==> src/rtl/fft_host_stream.sv <==
// Host-side streaming front end for the 2048-point, 4-bank FFT core.
// It loads a frame of 16-bit samples into the core banks, starts the core and
// waits for it to finish. It then reads the 17-bit results back in natural order
// and presents them as a backpressured stream that marks the last beat.
module fft_host_stream #(
    parameter int RD_LAT     = 2,
    parameter int FIFO_DEPTH = 4
) (
    input  logic        iCLK,
    input  logic        iRESET,
    input  logic [15:0] iDATA,
    input  logic        iVALID,
    output logic        oREADY,
    output logic [16:0] oDATA,
    output logic        oVALID,
    input  logic        iREADY,
    output logic        oLAST,
    output logic        oBUSY,
    output logic [15:0] oFFT_DATA,
    output logic [8:0]  oFFT_ADDR_WR,
    output logic [3:0]  oFFT_WE,
    output logic [8:0]  oFFT_ADDR_RD,
    input  logic [16:0] iFFT_DATA_RE_0,
    input  logic [16:0] iFFT_DATA_RE_1,
    input  logic [16:0] iFFT_DATA_RE_2,
    input  logic [16:0] iFFT_DATA_RE_3,
    output logic        oFFT_START,
    input  logic        iFFT_RDY
);

    localparam int AW = (FIFO_DEPTH > 1) ? $clog2(FIFO_DEPTH) : 1;
    // Wide enough to hold fifo_count + in_flight without overflow.
    localparam int CW = $clog2(FIFO_DEPTH + RD_LAT + 1);

    typedef enum logic [2:0] {
        S_LOAD,
        S_FLUSH,
        S_START,
        S_WAIT,
        S_UNLOAD
    } state_t;

    typedef struct packed {
        logic        last;
        logic [16:0] data;
    } result_t;

    state_t  state, state_nxt;
    logic [10:0] cnt;        // load index
    logic [11:0] rd;         // read-issue index; bit 11 set once 2048 reads went out
    logic        prev_rdy;

    logic        accept, issue, push, pop, done, rdy_rise, credit_ok;

    logic [RD_LAT-1:0]       vld_pipe;
    logic [RD_LAT-1:0]       last_pipe;
    logic [RD_LAT-1:0][1:0]  bank_pipe;

    result_t     fifo_mem [FIFO_DEPTH];
    logic [AW-1:0] wr_ptr, rd_ptr;
    logic [CW-1:0] fifo_count, in_flight;
    result_t     ret;

    function automatic logic [AW-1:0] ptr_inc(input logic [AW-1:0] p);
        return (p == AW'(FIFO_DEPTH - 1)) ? '0 : p + 1'b1;
    endfunction

    assign accept   = (state == S_LOAD) && iVALID;
    assign oVALID   = (fifo_count != '0);
    assign pop      = oVALID && iREADY;
    assign done     = pop && fifo_mem[rd_ptr].last;
    assign push     = vld_pipe[RD_LAT-1];
    assign rdy_rise = iFFT_RDY && !prev_rdy;

    assign oREADY       = (state == S_LOAD);
    assign oBUSY        = (state != S_LOAD);
    assign oFFT_START   = (state == S_START);
    assign oFFT_ADDR_RD = rd[10:2];
    assign oDATA        = fifo_mem[rd_ptr].data;
    assign oLAST        = oVALID && fifo_mem[rd_ptr].last;

    // Count reads whose data is still travelling through the core read path.
    always_comb begin
        in_flight = '0;
        for (int i = 0; i < RD_LAT; i++)
            in_flight = in_flight + CW'(vld_pipe[i]);
    end

    // A read may only go out if its result is guaranteed a FIFO slot on return.
    assign credit_ok = (fifo_count + in_flight) < CW'(FIFO_DEPTH);
    assign issue     = (state == S_UNLOAD) && !rd[11] && credit_ok;

    // Next-state logic for the frame sequencer.
    always_comb begin
        state_nxt = state;
        case (state)
            S_LOAD:   if (accept && cnt == 11'd2047) state_nxt = S_FLUSH;
            S_FLUSH:  state_nxt = S_START;
            S_START:  state_nxt = S_WAIT;
            S_WAIT:   if (rdy_rise) state_nxt = S_UNLOAD;
            S_UNLOAD: if (done) state_nxt = S_LOAD;
            default:  state_nxt = S_LOAD;
        endcase
    end

    // State register.
    always_ff @(posedge iCLK or posedge iRESET) begin
        if (iRESET) state <= S_LOAD;
        else        state <= state_nxt;
    end

    // Previous core-ready level, so only a fresh rising edge ends WAIT.
    always_ff @(posedge iCLK or posedge iRESET) begin
        if (iRESET) prev_rdy <= 1'b0;
        else        prev_rdy <= iFFT_RDY;
    end

    // Register each accepted sample onto the core write port; WE pulses one cycle.
    always_ff @(posedge iCLK or posedge iRESET) begin
        if (iRESET) begin
            cnt          <= '0;
            oFFT_DATA    <= '0;
            oFFT_ADDR_WR <= '0;
            oFFT_WE      <= '0;
        end else begin
            oFFT_WE <= '0;
            if (accept) begin
                oFFT_DATA    <= iDATA;
                oFFT_ADDR_WR <= cnt[10:2];
                oFFT_WE      <= 4'b0001 << cnt[1:0];
                cnt          <= cnt + 11'd1;
            end
        end
    end

    // Read-issue counter; cleared when the last result leaves the block.
    always_ff @(posedge iCLK or posedge iRESET) begin
        if (iRESET)     rd <= '0;
        else if (done)  rd <= '0;
        else if (issue) rd <= rd + 12'd1;
    end

    // Bank select, last tag and valid follow each read through the core latency.
    always_ff @(posedge iCLK or posedge iRESET) begin
        if (iRESET) begin
            vld_pipe  <= '0;
            last_pipe <= '0;
            bank_pipe <= '0;
        end else begin
            vld_pipe[0]  <= issue;
            last_pipe[0] <= (rd[10:0] == 11'h7FF);
            bank_pipe[0] <= rd[1:0];
            for (int i = 1; i < RD_LAT; i++) begin
                vld_pipe[i]  <= vld_pipe[i-1];
                last_pipe[i] <= last_pipe[i-1];
                bank_pipe[i] <= bank_pipe[i-1];
            end
        end
    end

    // Pick the returning bank's data for the FIFO.
    always_comb begin
        ret.last = last_pipe[RD_LAT-1];
        case (bank_pipe[RD_LAT-1])
            2'd0:    ret.data = iFFT_DATA_RE_0;
            2'd1:    ret.data = iFFT_DATA_RE_1;
            2'd2:    ret.data = iFFT_DATA_RE_2;
            default: ret.data = iFFT_DATA_RE_3;
        endcase
    end

    // Output skid FIFO. The head register drives the stream and holds while stalled.
    always_ff @(posedge iCLK or posedge iRESET) begin
        if (iRESET) begin
            wr_ptr     <= '0;
            rd_ptr     <= '0;
            fifo_count <= '0;
            for (int i = 0; i < FIFO_DEPTH; i++) fifo_mem[i] <= '0;
        end else if (done) begin
            wr_ptr     <= '0;
            rd_ptr     <= '0;
            fifo_count <= '0;
        end else begin
            if (push) begin
                fifo_mem[wr_ptr] <= ret;
                wr_ptr           <= ptr_inc(wr_ptr);
            end
            if (pop) rd_ptr <= ptr_inc(rd_ptr);
            case ({push, pop})
                2'b10:   fifo_count <= fifo_count + 1'b1;
                2'b01:   fifo_count <= fifo_count - 1'b1;
                default: fifo_count <= fifo_count;
            endcase
        end
    end

endmodule

==> config.mk <==
export PLATFORM = sky130hd
export DESIGN_NAME = fft_host_stream
export DESIGN_NICKNAME = d
export VERILOG_FILES = /design/src/rtl/fft_host_stream.sv
export SDC_FILE = /design/constraint.sdc
export NUM_CORES = 1
export LEC_CHECK = 0
export CORE_UTILIZATION = 30
export DETAILED_ROUTE_END_ITERATION = 10
export PLACE_DENSITY = 0.48
export RECOVER_POWER = 50
export SLEW_MARGIN = 15
export SYNTH_ARGS = -nofsm -noshare
export SYNTH_HDL_FRONTEND = slang
export SYNTH_SLANG_ARGS = --single-unit
==> constraint.sdc <==
create_clock -name iCLK -period 15 [get_ports iCLK]
set_clock_uncertainty 0.15 [all_clocks]
set_input_delay 3.75 -clock iCLK [delete_from_list [all_inputs] [get_ports iCLK]]
set_output_delay 3.75 -clock iCLK [all_outputs]
set_load 0.01 [all_outputs]
After elaboration in Yosys (flattened, before gate mapping)
Cells that the tools add are included.
{"block": "op_classes", "addsub": 8, "n_mul": 0, "div_mod_pow": 0, "n_lt_le_gt_ge": 4, "n_eq_ne": 15, "n_shift": 1, "muxes": 22, "n_bitwise": 3, "reduce_logical": 21}
{"op": "bitwise mux 72 bit", "count": 1}
{"op": "two-way mux 18 bit", "count": 3}
{"op": "one-hot mux 17 bit (3 select lines)", "count": 1}
{"op": "binary-select mux 18 bit (select 2 bit)", "count": 1}
{"op": "demux 18 bit (select 2 bit)", "count": 1}
{"op": "two-way mux 12 bit", "count": 2}
{"op": "== test 11 bit (second input constant)", "count": 2}
{"op": "one-hot mux 3 bit (5 select lines)", "count": 1}
{"op": "adder 12 x 1 -> 12 bit (second input constant)", "count": 1}
{"op": "two-way mux 2 bit", "count": 6}
{"op": "two-way mux 3 bit", "count": 4}
{"op": "adder 11 x 1 -> 11 bit (second input constant)", "count": 1}
{"op": "logical AND 1 bit", "count": 9}
{"op": "nonzero test 3 bit", "count": 3}
{"op": "== test 2 bit (second input constant)", "count": 4}
{"op": "== test 3 x 2 -> 1 bit (second input constant)", "count": 2}
{"op": ">= comparator 3 bit (second input constant)", "count": 2}
{"op": "NOT 2 -> 3 bit", "count": 2}
{"op": "one-hot mux 3 bit (2 select lines)", "count": 1}
{"op": "nonzero test 2 bit", "count": 3}
{"op": "adder 2 x 1 -> 2 bit (second input constant)", "count": 2}
{"op": "== test 2 x 1 -> 1 bit (second input constant)", "count": 2}
{"op": "two-way mux 4 bit", "count": 1}
{"op": "!= test 2 bit (second input constant)", "count": 2}
{"op": "other kinds (16)", "count": 17}
{"block": "totals", "regBits": 143, "latchBits": 0, "ramBits": 0, "romBits": 0, "inputBits": 89, "output_inout_bits": 60, "memories": 0}

Depth between registers and ports, before layout
{"block": "depth", "ltp_word": 7, "mapped_depth": 7}

Worst setup path before layout
OpenSTA, ideal clock, no wires.
{"block": "synth_path", "kind": "reg2out", "from": "register rd_ptr[0]", "to": "output oDATA[10]", "t_arrival_ns": 1.531, "t_required_ns": 11.100, "path_slack_ns": 9.569, "path_stages_with_launch": 4, "n_path_buf": 2, "path_cell_list": "dfrtp_1 buf_2 buf_2 mux4_2"}
{"block": "synth_between", "elab_chain_len": 4}
{"element": "start, declared", "line_no": "60", "text": "logic [AW-1:0] wr_ptr, rd_ptr;"}
{"element": "start signal, assigned", "line_no": "188", "text": "if (pop) rd_ptr <= ptr_inc(rd_ptr);"}
{"element": "NOT 2 -> 3 bit (implied by the code)", "line_no": "79", "text": "assign oDATA = fifo_mem[rd_ptr].data;"}
{"element": "binary-select mux 18 bit (select 2 bit)", "line_no": "79"}
{"element": "two-way mux 18 bit (2 in a row)"}
{"element": "end, declared", "line_no": "14", "text": "output logic [16:0] oDATA,"}
Every way passes these cells. The select of a mux whose other input is x is not followed.

==> results.md <==
* Clk_lat worst skew at 410 ps
* Peak Freq at around 150 MHz
* Dpl cell area at around 8400 µm²
* Fraction of layout cells with a size suffix above 1 at 19.1%
* Status: finished with violations
* Via/cell ratio at about 4.8
* First-pass GRT wire length at between 20000 and 30000 µm
* Cells on worst reg2reg path at 5
* DRT Pass-1 Iters at 7
* Mapped Cells at 470
* Worst path slowest cell: clkinvlp_2
* Final hold slack at around 200 ps
* Final Critical Period at roughly 7000 ps
* Per-cell routed wire length at ~17 µm
* Ant diodes at 0
* Worst reg2reg path endpoint: state[0]
* Final setup viols at 0
* Crit path cell chain: dlygate4sd3_1, clkinvlp_2, buf_4
* Crit share post-route at between 40 and 50%
* Total core area at 22000 µm²
* Worst Tran Pin Value at roughly 3200 ps
* Port Buffers at 148
* Die Y at approximately 150 µm
* Synthesized area at 6760 µm²
* CP Depth at 3
* Top Family by Delay on Critical Path: buffers and inverters
* Worst setup startpoint: iRESET
* CP Data Required Time at between 15000 and 20000 ps
* Design area at about 9000 µm²
* Vias in the first global route at roughly 4.7k
* GPL Wtd Cong at between 0.7 and 0.8
* Final #Nets at 710
* CTS clk-pin slew, worst paths at approximately 50 ps
* R2R Path Start: state[0]
* CTS sink count at 143
* Pwr/cell area at roughly 110 nW/µm²
* Crit path buffers/inverters at 3
* CTS H-tree depth at 4
* Critical Path Max Stage Delay at ~1800 ps
* Seq cells post-synth at ~140
* Synth top area cells: dfrtp_1, mux4_2, mux2_1, mux2_2, ha_1
* Critical path startpoint category: input pin
* Peak supply drop at between 70 and 80 µV
* Worst Hold Class: register to register
* End point of the critical path: fifo_mem[36]
* Synth Warn # at 0
* Max-cap viol count at 2
* Distinct cells, synth at between 40 and 50
* Hold path start: bank_pipe[0]
* Worst EP arrival at 7130 ps
* Initial Util at between 30 and 40%
* Post-DRT Antenna Nets at 0
* CP Capture Type: async pin
* Mean Syn Cell Area at approximately 14 µm²
* Number of synthesized flops with an enable pin at 0
* DRC Markers at 28
* Peak fanout along the critical path at 73
* Io pins at 149
* Final Max Tran Viols at 110
* Total track usage at approximately 14%
* Crit path kind: input pin to async pin
* Row cnt at 54
* DRT iter0 DRCs at 170
* CTS tree: built
* Post-layout worst setup margin at about 8000 ps
* Post-synth top area share at 52.9%
* Area leader, netlist: dfrtp_1
* Post-detail-place hpwl at 10400 µm
* Post-Route WL at between 15000 and 20000 µm
* Post-synthesis sequential area ratio at 52.9%
* Final hold vios at 0
* Ys flop type: dfrtp_1
* Total nets after synthesis at about 570
* Failing checks: DRC, capacitance limit, slew limit
* DP Worst Slack at 8800 ps
* Pin count of the biggest net entering global routing at 74
* Clk buf depth at 2
* Setup bufs post-CTS at 0
* Cts bufs inserted at 17
* TNS Setup at 0 ps
* Max_slew headroom at -114%
* Initial antenna violation count at 0
* P&R area growth vs syn at 32.7%
* Global route overflow at 0
* Final cell utilization of the core at 40.9%
* Async SR Flop Fraction at 100%
* Cts hold-fix bufs at 0
* Vias at between 4k and 5k
* Worst reg-to-reg setup slack at around 12000 ps
* RSZ-0062 raised after global routing: false
* Die Area at between 20000 and 25000 µm²
* Die width at roughly 150 µm
* Clock Tree Root: clkbuf_16
* Post-cts sizing count at 0
* Leakage at roughly 0.004 µW
[per-layer routing]
| metal | up-vias | part of all wire [%] | GRT usage (%) |
|---|---|---|---|
| li1 | 2011 | - | - |
| met1 | 2205 | 45 | 18.0 |
| met2 | 133 | 46 | 21.7 |
| met3 | 23 | 7.0 | 4.58 |
| met4 | 0 | 2.5 | 6.56 |
| met5 | - | 0 | 0 |
[report_power, final]
part / internal (µW) / total [µW] / switching, µW
clock network: 271 / 422 / 151
registers: 421 / 446 / 25.0
logic: 96.0 / 162 / 65.9
total: 787 / 1030 / 242
[cell families (layout without fill, tap and decap cells)]
family	Yosys count	in the layout	synth area share, %
flops	143	143	52.9
mux	133	133	28.0
simple gates	86	86	7.60
buf+inv	46	198	4.18
compound gates	39	39	3.59
fa+ha+maj	12	12	2.33
xor+xnor	11	11	1.42
[layout make-up]
cell class / instances / area [µm²]
Tap cell: 280 / 350
Inverter: 12 / 46.3
Sequential cell: 143 / 3580
Timing Repair Buffer: 154 / 1520
Clock buffer: 27 / 523
Clock inverter: 5 / 75.1
Multi-Input combinational cell: 281 / 2880
Fill cell: 2032 / 13000
[how the worst min path moves through the flow]
stage | end | slack [ps] | cells past startpoint
after detailed placement | bank_pipe[2] | 190 | 0
final | bank_pipe[2] | 200 | 0
after global placement | bank_pipe[2] | 190 | 0
after floorplan | bank_pipe[2] | 180 | 0
after global routing | bank_pipe[2] | 200 | 0
after CTS | bank_pipe[2] | 200 | 0
[registers in the layout, indices dropped and copies added, names as in the netlist, 3 cells and up]
name,count
oFFT_DATA,16
bank_pipe,4
oFFT_WE,4
cnt,11
fifo_count,3
fifo_mem,72
rd,12
state,3
oFFT_ADDR_WR,9
[cell usage after synthesis (all sizes together) (6+ instances only)]
cell type and n:
dfrtp 143, mux2 97, mux4 35, buf 28, nand2 18, a21oi 14, nor2 14, inv 12
ha 11, o21ai 11, nand3 9, o31ai 7, or4 7, and2 6, clkbuf 6, nand4 6
xor2 6
[worst reg2reg max path: stages (launching register included)]
cell and delay [ps]:
dfrtp_1 460, nor4b_1 340, clkbuf_1 1310, nand3_1 320
nor3_1 460, a32o_1 230
[through the flow]
step	cells	power, µW
after floorplan	470	529
after detailed placement	870	630
after global routing	902	1080
after global placement	870	628
after CTS	902	1060
final	902	1030
[placed cells by master (no fill, tap or decap), types with 6 or more instances in the layout]
cell type and n:
clkbuf_16 17, nand2_1 17, mux4_2 35, ha_1 11, o21ai_0 11, o31ai_1 7
nand3_1 9, inv_1 11, dlygate4sd3_1 40, dfrtp_1 143, a21oi_1 13, clkdlybuf4s50_1 108
nor2_1 14, clkbuf_1 6, clkbuf_8 6, mux2_1 50, nand4_1 6, or4_1 6
mux2_2 47, xor2_1 6
(Power assumes the default switching activity.)
